$ cat config.mk
export PLATFORM = sky130hd
export DESIGN_NAME = wx_sensor_conditioner
export DESIGN_NICKNAME = d
export VERILOG_FILES = /design/src/rtl/wx_sensor_conditioner.sv
export SDC_FILE = /design/constraint.sdc
export NUM_CORES = 1
export LEC_CHECK = 0
export ABC_AREA = 1
export BUFFER_PORTS_ARGS = -buffer_cell sky130_fd_sc_hd__buf_2
export CORE_MARGIN = 5
export CORE_UTILIZATION = 50
export CTS_CLUSTER_DIAMETER = 100
export DETAILED_ROUTE_END_ITERATION = 7
export MAX_ROUTING_LAYER = met4
export PLACE_DENSITY = 0.79
export SYNTH_ARGS = -nofsm -noshare
export SYNTH_HDL_FRONTEND = slang
export SYNTH_SLANG_ARGS = --single-unit
$ cat constraint.sdc
create_clock -name CLK -period 3.5 [get_ports CLK]
set_clock_uncertainty 0.2 [all_clocks]
set_input_delay 0 -clock CLK [delete_from_list [all_inputs] [get_ports CLK]]
set_output_delay 0 -clock CLK [all_outputs]
set_load 0.005 [all_outputs]
$ cat src/rtl/wx_sensor_conditioner.sv
// rtl/wx_sensor_conditioner.sv - weather sensor conditioning: window averaging, debounce, persistence filter, staleness fault
module wx_sensor_conditioner #(
  parameter int TIMEOUT = 1000
) (
  input  logic       CLK,
  input  logic       RST,
  input  logic       sample_valid,
  input  logic       raw_thunder,
  input  logic [5:0] raw_wind,
  input  logic [1:0] raw_visibility,
  input  logic [7:0] raw_temperature,
  output logic       thunderstorm,
  output logic [5:0] wind,
  output logic [1:0] visibility,
  output logic [7:0] temperature,
  output logic       out_valid,
  output logic       sensor_fault
);

  localparam int IW = $clog2(TIMEOUT + 1);
  localparam logic [IW-1:0] IDLE_LAST = IW'(TIMEOUT - 1);
  localparam logic [IW-1:0] IDLE_MAX  = IW'(TIMEOUT);

  typedef enum logic [1:0] {
    S_FILL  = 2'd0,
    S_RUN   = 2'd1,
    S_FAULT = 2'd2
  } state_t;

  state_t r_state;
  state_t w_next;

  // Index 0 holds the newest accepted sample.
  logic [5:0] r_wwin [4];
  logic [7:0] r_twin [4];
  logic [1:0] r_fill;
  logic [IW-1:0] r_idle;

  logic [1:0] r_on_cnt;
  logic [1:0] r_off_cnt;
  logic       r_th_f;
  logic [1:0] r_vis_prev;
  logic       r_vis_have;
  logic [1:0] r_vis_f;

  logic       r_thunder;
  logic [5:0] r_wind;
  logic [1:0] r_vis;
  logic [7:0] r_temp;
  logic       r_out_valid;

  logic              w_idle_hit;
  logic              w_publish;
  logic              w_flush;
  logic [7:0]        w_wsum;
  logic signed [9:0] w_tsum;
  logic [1:0]        w_on_base;
  logic [1:0]        w_off_base;
  logic              w_vis_have_base;
  logic [1:0]        w_on_nxt;
  logic [1:0]        w_off_nxt;
  logic              w_th_nxt;
  logic [1:0]        w_vis_nxt;

  // A sample arriving on the would-be timeout cycle is not idle, so it always wins.
  assign w_idle_hit = !sample_valid && (r_idle == IDLE_LAST);

  // Averages use the window as it will be after this sample shifts in.
  assign w_wsum = {2'b00, raw_wind} + {2'b00, r_wwin[0]} + {2'b00, r_wwin[1]} + {2'b00, r_wwin[2]};
  assign w_tsum = {{2{raw_temperature[7]}}, raw_temperature} + {{2{r_twin[0][7]}}, r_twin[0]}
                + {{2{r_twin[1][7]}}, r_twin[1]} + {{2{r_twin[2][7]}}, r_twin[2]};

  // Leaving FAULT restarts the debounce/persistence runs from scratch; the sample is then applied.
  assign w_on_base       = w_flush ? 2'd0 : r_on_cnt;
  assign w_off_base      = w_flush ? 2'd0 : r_off_cnt;
  assign w_vis_have_base = w_flush ? 1'b0 : r_vis_have;

  assign w_on_nxt  = raw_thunder ? ((w_on_base == 2'd2) ? 2'd2 : w_on_base + 2'd1) : 2'd0;
  assign w_off_nxt = raw_thunder ? 2'd0 : ((w_off_base == 2'd3) ? 2'd3 : w_off_base + 2'd1);
  assign w_th_nxt  = (w_on_nxt == 2'd2) ? 1'b1 : ((w_off_nxt == 2'd3) ? 1'b0 : r_th_f);
  assign w_vis_nxt = (w_vis_have_base && (raw_visibility == r_vis_prev)) ? raw_visibility : r_vis_f;

  // Controller state register.
  always_ff @(posedge CLK) begin
    if (RST) r_state <= S_FILL;
    else     r_state <= w_next;
  end

  // Controller next-state: fill to four samples, run, drop to FAULT on a stale stream.
  always_comb begin
    w_next = r_state;
    case (r_state)
      S_FILL: begin
        if (sample_valid && (r_fill == 2'd3)) w_next = S_RUN;
        else if (w_idle_hit)                  w_next = S_FAULT;
      end
      S_RUN: begin
        if (w_idle_hit) w_next = S_FAULT;
      end
      S_FAULT: begin
        if (sample_valid) w_next = S_FILL;
      end
      default: w_next = S_FILL;
    endcase
  end

  // Controller outputs: when to publish and when to flush on recovery.
  always_comb begin
    w_publish = 1'b0;
    w_flush   = 1'b0;
    case (r_state)
      S_FILL:  w_publish = sample_valid && (r_fill == 2'd3);
      S_RUN:   w_publish = sample_valid;
      S_FAULT: w_flush   = sample_valid;
      default: begin
        w_publish = 1'b0;
        w_flush   = 1'b0;
      end
    endcase
  end

  // Sample window and fill count; a recovery sample becomes the only window entry.
  always_ff @(posedge CLK) begin
    if (RST) begin
      for (int i = 0; i < 4; i++) begin
        r_wwin[i] <= 6'd0;
        r_twin[i] <= 8'd0;
      end
      r_fill <= 2'd0;
    end else if (w_flush) begin
      r_wwin[0] <= raw_wind;
      r_twin[0] <= raw_temperature;
      for (int i = 1; i < 4; i++) begin
        r_wwin[i] <= 6'd0;
        r_twin[i] <= 8'd0;
      end
      r_fill <= 2'd1;
    end else if (sample_valid) begin
      r_wwin[0] <= raw_wind;
      r_twin[0] <= raw_temperature;
      for (int i = 1; i < 4; i++) begin
        r_wwin[i] <= r_wwin[i-1];
        r_twin[i] <= r_twin[i-1];
      end
      if (r_state == S_FILL) r_fill <= r_fill + 2'd1;
    end
  end

  // Staleness counter: cleared by samples, saturating on idle cycles.
  always_ff @(posedge CLK) begin
    if (RST)                   r_idle <= '0;
    else if (sample_valid)     r_idle <= '0;
    else if (r_idle != IDLE_MAX) r_idle <= r_idle + IW'(1);
  end

  // Thunder debounce and visibility persistence, advanced on accepted samples only.
  always_ff @(posedge CLK) begin
    if (RST) begin
      r_on_cnt   <= 2'd0;
      r_off_cnt  <= 2'd0;
      r_th_f     <= 1'b0;
      r_vis_prev <= 2'd0;
      r_vis_have <= 1'b0;
      r_vis_f    <= 2'd0;
    end else if (sample_valid) begin
      r_on_cnt   <= w_on_nxt;
      r_off_cnt  <= w_off_nxt;
      r_th_f     <= w_th_nxt;
      r_vis_prev <= raw_visibility;
      r_vis_have <= 1'b1;
      r_vis_f    <= w_vis_nxt;
    end
  end

  // Published outputs, loaded together on a publishing edge and held otherwise.
  always_ff @(posedge CLK) begin
    if (RST) begin
      r_thunder   <= 1'b0;
      r_wind      <= 6'd0;
      r_vis       <= 2'd0;
      r_temp      <= 8'd0;
      r_out_valid <= 1'b0;
    end else begin
      r_out_valid <= w_publish;
      if (w_publish) begin
        r_thunder <= w_th_nxt;
        r_wind    <= 6'(w_wsum >> 2);
        r_vis     <= w_vis_nxt;
        r_temp    <= 8'(w_tsum >>> 2);
      end
    end
  end

  assign thunderstorm = r_thunder;
  assign wind         = r_wind;
  assign visibility   = r_vis;
  assign temperature  = r_temp;
  assign out_valid    = r_out_valid;
  assign sensor_fault = (r_state == S_FAULT);

endmodule

==> results of run 1 <==
==> per-stage QoR <==
step | util, % | cells
final | 58.2 | 749
after global routing | 58.2 | 749
after CTS | 58.2 | 749
after detailed placement | 53.9 | 713
after global placement | 53.9 | 713
after floorplan | - | 574
==> layer usage <==
layer | GRT usage [%] | part of all wire, %
met1 | 23.6 | 46
met3 | 3.07 | 5.7
met4 | 5.75 | 1.6
met2 | 30.3 | 47
met5 | - | 0
==> critical path, stage by stage (launching register included) <==
cell and delay, ns:
edfxtp_1 0.37, inv_1 0.10, fa_1 0.44, fa_1 0.46
nor3b_1 0.40, fa_1 0.31, nand3_1 0.10, a21boi_0 0.24
o21ai_0 0.11, nand2_1 0.09, inv_1 0.03
==> how the worst min path moves through the flow <==
| stage | start | slack (ns) | to | cells after the start |
|---|---|---|---|---|
| global route | raw_thunder | 0.29 | r_off_cnt[1] | 3 |
| floorplan | raw_thunder | -0.08 | r_off_cnt[1] | 1 |
| detailed placement | raw_thunder | 0.1 | r_off_cnt[1] | 2 |
| global placement | raw_thunder | 0.08 | r_off_cnt[1] | 2 |
| finish | r_twin[2][1] | 0.27 | r_twin[2][1] | 2 |
| CTS | raw_thunder | 0.24 | r_off_cnt[1] | 3 |
==> cell families after synthesis <==
| group | count (synthesis) | synth area share (%) |
|---|---|---|
| AOI/OAI and AO/OA | 66 | 7.74 |
| DFF | 84 | 41.8 |
| adders and majority gates | 45 | 16.6 |
| and+or+nand+nor | 228 | 20.2 |
| buffers and inverters | 144 | 12.3 |
| xor gates and xnor gates | 7 | 1.31 |
==> final cells by class <==
class                   instances  share of cell area (%)
flip-flops and latches         84                    36.7
clock buffers                  10                    2.78
inverters                     131                    9.19
multi-input cells             346                    40.2
repair buffers                 61                    7.72
clock inverters                 6                   0.819
well taps                     111                    2.60
==> state kept, by name, summed over array words and instances, names as in the netlist <==
signal / flops
out_valid: 1
r_fill: 2
r_idle: 10
r_off_cnt: 2
r_on_cnt: 2
r_state: 2
r_th_f: 1
r_twin: 24
r_vis_f: 2
r_vis_have: 1
r_vis_prev: 2
r_wwin: 18
temperature: 8
thunderstorm: 1
visibility: 2
wind: 6
==> cell usage after synthesis <==
master / number
inv_1: 126
nand2_1: 111
nor2_1: 78
dfxtp_1: 56
a21oi_1: 33
fa_1: 29
edfxtp_1: 28
nand3_1: 23
o21ai_0: 18
ha_1: 16
buf_2: 5
inv_2: 5
buf_4: 4
nor2_4: 4
xor2_1: 4
a31oi_1: 3
o22ai_1: 3
xnor2_1: 3
buf_6: 2
nand2_2: 2
nor2_2: 2
o21a_1: 2
a21boi_0: 1
a21o_1: 1
a22o_1: 1
a32o_1: 1
clkbuf_1: 1
clkbuf_2: 1
nand3b_1: 1
nand4_1: 1
nor3_1: 1
nor3b_1: 1
nor4_1: 1
o211ai_1: 1
o21ai_1: 1
o32ai_1: 1
or2_0: 1
or2_1: 1
or2_2: 1
==> layout by cell type, fill, tap and decap left out, types with 5 or more instances in the layout <==
| cell | instances |
|---|---|
| inv_1 | 126 |
| nand2_1 | 111 |
| nor2_1 | 78 |
| dfxtp_1 | 56 |
| buf_2 | 38 |
| a21oi_1 | 33 |
| fa_1 | 29 |
| edfxtp_1 | 28 |
| nand3_1 | 23 |
| dlygate4sd3_1 | 20 |
| o21ai_0 | 18 |
| ha_1 | 16 |
| clkbuf_8 | 9 |
| inv_2 | 5 |
==> power groups by stage <==
| stage | Sequential, W | Clock, W | Combinational, W |
|---|---|---|---|
| after floorplan | 0.00110 | 0 | 0.000459 |
| after global placement | 0.00110 | 0 | 0.000569 |
| after detailed placement | 0.00111 | 0 | 0.000593 |
| after CTS | 0.00108 | 0.000694 | 0.000614 |
| after global routing | 0.00109 | 0.000738 | 0.000719 |
| final | 0.00108 | 0.000684 | 0.000612 |
==> repair_timing <==
action | 4_1_cts | 5_1_grt
setup buffers | 0 | 0
hold endpoints to repair | 49 | 0
hold buffers | 20 | 0
==> impl_metrics.yaml, run 1 <==
worst_setup_path:
  crit_end: "wind[3]"
  reg2reg_from: "r_wwin[0][1]"
  r2r-end: "wind[3]"
  crit_type: "reg -> reg"
  crit_fanout: 3
  reg2reg_slack_ns: 0.55
  cp-start-kind: "flip-flop"
  worstRegToRegCells: 10
  critPathCaptureType: "flip-flop"
  worst_ep_required_time_ns: 3.57
  arrival_ns: 3.02
  crit_path_start: "r_wwin[0][1]"
die:
  core_sq_um: 9200
  chipWidth_um: 107
  die_area_sq_um: 11400
  initial_utilization_pct: 51.0
  pin_count: 39
  rows: 35
  dieHeight_um: 107
clocking:
  cts_tree: "done"
  cts_root_buffer: "clkbuf_8"
  cts_resized: 0
  insertion_delay_ns: 0.36
  clkTransAtPathRegs_ns: 0.09
  cts_max_level: 3
  cts_buffers: 9
  clock_sinks: 84
  cts_buffer_depth: 2
detailed_routing:
  final_antenna_net_count: 0
  drc: 0
  first_pass_iters: 4
  vias: 3669
  wl_per_cell_um: 12.6
  drt_wl_total_um: 9460
  drt_iter0_markers: 199
  vias_per_cell: 4.90
sta:
  period_needed_ns: 2.95
  slew_violations: 0
  max_freq_ghz: 0.339
  worst_slack_ns: 0.549
  finalSetupTns_ns: 0
  setup_viol: 0
  holdWs_ns: 0.266
  hold_viol: 0
  tightest_slew_ns: 0.678
  rsz0062_at_grt: "false"
  period_share_pct: 84.3
  max-slew-margin-rel_pct: 54.7
global_route:
  grt_usage_pct: 18.5
  grt_pass1_wl_um: 16300
  antenna_found_initial: 0
  gr-total-overflow: 0
  grt_pass1_vias: 3606
  grt_max_degree: 33
power:
  power.switching_w: 0.000770
  p_leak_nw: 2.58
  pwr-share-clk_pct: 28.7
  finalPower_w: 0.00238
  swShare_pct: 32.4
  ir_drop_uv: 223
  powerDensity_nw_per_um2: 445
  p_comb_share_pct: 25.7
  p_int_w: 0.00161
  p_seq_share_pct: 45.6
min_path:
  hold_class: "reg -> reg"
synth:
  yosysWarnings: 0
  syn_area_sq_um: 4690
  yosys.area.top_type_share_pct: 23.9
  syn_nets: 639
  netlist_top_cells_area: "dfxtp_1, edfxtp_1, fa_1, inv_1, nand2_1"
  yosysTopAreaCell: "dfxtp_1"
  seq_area_frac_synth_pct: 41.8
  syn_area_per_cell_sq_um: 8.17
  ys_ff_latch: 84
  synth_cells: 574
  yosysUniqueCellTypes: 39
layout:
  final_area_sq_um: 5350
  nFillCells: 812
  multi_input_area_sq_um: 2150
  nNetsFinal: 698
  area_growth_pct: 14.0
  num_antenna_cells: 0
  drive_above_1_share_pct: 11.1
  seqCellArea_sq_um: 1960
placed_design:
  dp_hpwl_um: 6920
  place_ws_ns: 0.519
  placed_cell_area_sq_um: 4960
  place.gp.congestion: 0.797
  io_buffers: 38
flow_run:
  maxCapViolations: 0
run_status:
  status: "finished clean"
No activity file was read; power rests on OpenSTA's default activity.
==> run 2: changes to the inputs <==
--- a/config.mk
+++ b/config.mk
@@ -12,7 +12,7 @@
 export CTS_CLUSTER_DIAMETER = 100
 export DETAILED_ROUTE_END_ITERATION = 7
 export MAX_ROUTING_LAYER = met4
-export PLACE_DENSITY = 0.79
+export PLACE_DENSITY = 0.81
 export SYNTH_ARGS = -nofsm -noshare
 export SYNTH_HDL_FRONTEND = slang
 export SYNTH_SLANG_ARGS = --single-unit
==> constraint.sdc (replaced) <==
create_clock -name CLK -period 2.5 [get_ports CLK]
set_clock_uncertainty 0.2 [all_clocks]
set_input_delay 0 -clock CLK [delete_from_list [all_inputs] [get_ports CLK]]
set_output_delay 0 -clock CLK [all_outputs]
set_load 0.005 [all_outputs]
==> run 2 against run 1 <==
  * The flow now finishes with violations (negative setup slack)
  * Highest routed layer unchanged
  * Worst setup slack lost 0.82 ns
  * First-iteration DRC count up 29%
  * Combinational power rose by 130%
  * Critical endpoint is now temperature[7]
  * Sequential share of layout area decreased by 3.3 points
  * Clock-buffer cell count decreased by 1
  * Via count up 7.6%
  * Total power rose by 61%
  * Sequential cell count unchanged
==> impl_metrics.yaml, run 2 (synthesis results as in run 1) <==
run_status:
  status: "complete, but fails checks"
  violations: "negative setup slack"
global_route:
  gr-total-overflow: 0
  antenna_found_initial: 0
  grt_pass1_vias: 4119
  grt_pass1_wl_um: 18600
  grt_usage_pct: 20.9
  grt_max_degree: 27
worst_setup_path:
  crit_fanout: 3
  critPathCaptureType: "flip-flop"
  crit_type: "reg -> reg"
  critical_path.most_common_cell: "nand2_1"
  reg2reg_slack_ns: -0.27
  worst_ep_required_time_ns: 2.58
  r2r-end: "temperature[7]"
  path_cells: "inv_1 > fa_1 > inv_1 > fa_1 > nand2_1 > nor2_2 > fa_2 > nand3_2 > nand3_4 > nand2_2 > nand2_1 > nand2_1 > nand3_1 > nand2_1 > inv_1"
  reg2reg_from: "r_twin[1][1]"
  arrival_ns: 2.85
  cp-start-kind: "flip-flop"
  max_stage_delay_ns: 0.42
  worstRegToRegCells: 15
  cp_slowest_cell: "edfxtp_1"
die:
  pin_count: 39
  core_sq_um: 9200
  die_area_sq_um: 11400
  chipWidth_um: 107
  initial_utilization_pct: 51.0
  dieHeight_um: 107
  rows: 35
sta:
  hold_viol: 0
  slew_violations: 0
  period_needed_ns: 2.77
  rsz0062_at_grt: "true"
  period_share_pct: 111
  finalSetupTns_ns: -2.10
  worst_slack_ns: -0.273
  max-slew-margin-rel_pct: 49.4
  tightest_slew_ns: 0.756
  max_freq_ghz: 0.361
  setup_viol: 14
flow_run:
  maxCapViolations: 0
clocking:
  cts_tree: "done"
  insertion_delay_ns: 0.37
  cts_root_buffer: "clkbuf_8"
  cts_buffer_depth: 2
  clock_sinks: 84
  cts_max_level: 3
  cts_buffers: 9
  clkTransAtPathRegs_ns: 0.09
detailed_routing:
  first_pass_iters: 5
  vias: 3948
  vias_per_cell: 5.07
  drc: 0
  wl_per_cell_um: 14.1
  drt_wl_total_um: 11000
  final_antenna_net_count: 0
  drt_iter0_markers: 257
layout:
  top_register: "r_twin"
  nNetsFinal: 728
  final_cell_mix: "inv_1, nand2_1, nor2_1"
  num_antenna_cells: 0
  final_common_cell: "inv_1"
  drive_above_1_share_pct: 25.3
  final-instance-count-excl-fill: 779
  largest_reg_flops: 24
  area_growth_pct: 25.4
  reg_top3: "r_twin x24, r_wwin x18, r_idle x10"
placed_design:
  dp_hpwl_um: 7400
  place.gp.congestion: 0.847
  dpl.cell_count: 734
  io_buffers: 38
power:
  ir_drop_uv: 389
  p_leak_nw: 2.76
  powerDensity_nw_per_um2: 651
min_path:
  hold_class: "in -> reg"
  hold_path_end: "r_off_cnt[1]"
  hp-start: "raw_thunder"
  whs_path_depth: 3
run 2: cell types whose count changed in the layout (fill, tap and decap cells not counted), sizes merged:
cell | before | now
clkbuf | 10 | 9
clkinv | 3 | 1
inv | 134 | 137
buf | 41 | 72
dlygate4sd3 | 20 | 19
run 2: timing repair:
action | 4_1_cts | 5_1_grt
hold buffers | 19 | 0
endpoints found under the hold margin | 45 | 0
buffers inserted | 7 | 6
resized for setup | 35 | 27
endpoints found under the setup margin | 14 | 14
pin swaps | 34 | 19
run 2: per-stage QoR:
step / area, sq um / utilization, % / power [W] / worst slack, ns / hold WS (ns)
floorplan: 4820 / - / 0.00230 / -0.0505 / -0.0823
global placement: 5260 / 57.2 / 0.00258 / -0.120 / 0.0644
detailed placement: 5260 / 57.2 / 0.00262 / -0.184 / 0.0780
CTS: 5760 / 62.6 / 0.00370 / -0.155 / 0.241
global route: 5880 / 64.0 / 0.00407 / -0.461 / 0.250
finish: 5880 / 64.0 / 0.00383 / -0.273 / 0.253
run 2: cell type report:
cell class                      count  area [sq um]
Multi-Input combinational cell    346          2440
Inverter                          131           494
Tap cell                          111           139
Fill cell                         717          3310
Sequential cell                    84          1960
Clock inverter                      7          53.8
Clock buffer                        9           124
Timing Repair Buffer               91           663
run 2: worst max-delay path by stage:
stage | startpoint | endpoint | cells past startpoint
2_1_floorplan | r_twin[1][2] | temperature[7] | 13
3_3_place_gp | r_twin[1][7] | temperature[7] | 11
3_5_place_dp | r_wwin[0][1] | wind[3] | 10
4_1_cts | r_twin[1][1] | temperature[3] | 12
5_1_grt | r_twin[1][1] | temperature[5] | 15
6_report | r_twin[1][1] | temperature[7] | 15
run 2: critical path: cells and delay by family (launching register included):
| family | cells | cell delay (ns) |
|---|---|---|
| buffers and inverters | 3 | 0.22 |
| and+or+nand+nor | 9 | 0.67 |
| DFF | 1 | 0.42 |
| adders and majority gates | 3 | 1.18 |
run 2: power by group:
part	leakage [nW]	internal (W)	switching (W)	total, W
clock network	0.0958	0.000375	0.000553	0.000929
registers	0.762	0.00148	0.0000402	0.00152
logic	1.90	0.000652	0.000724	0.00138
run 2: layer usage:
metal | up-vias | wire, um | GRT usage, %
met5 | - | 0 | -
met2 | 119 | 5390 | 35.1
met3 | 30 | 567 | 3.19
li1 | 1925 | - | -
met4 | 0 | 294 | 8.13
met1 | 1874 | 4720 | 25.6
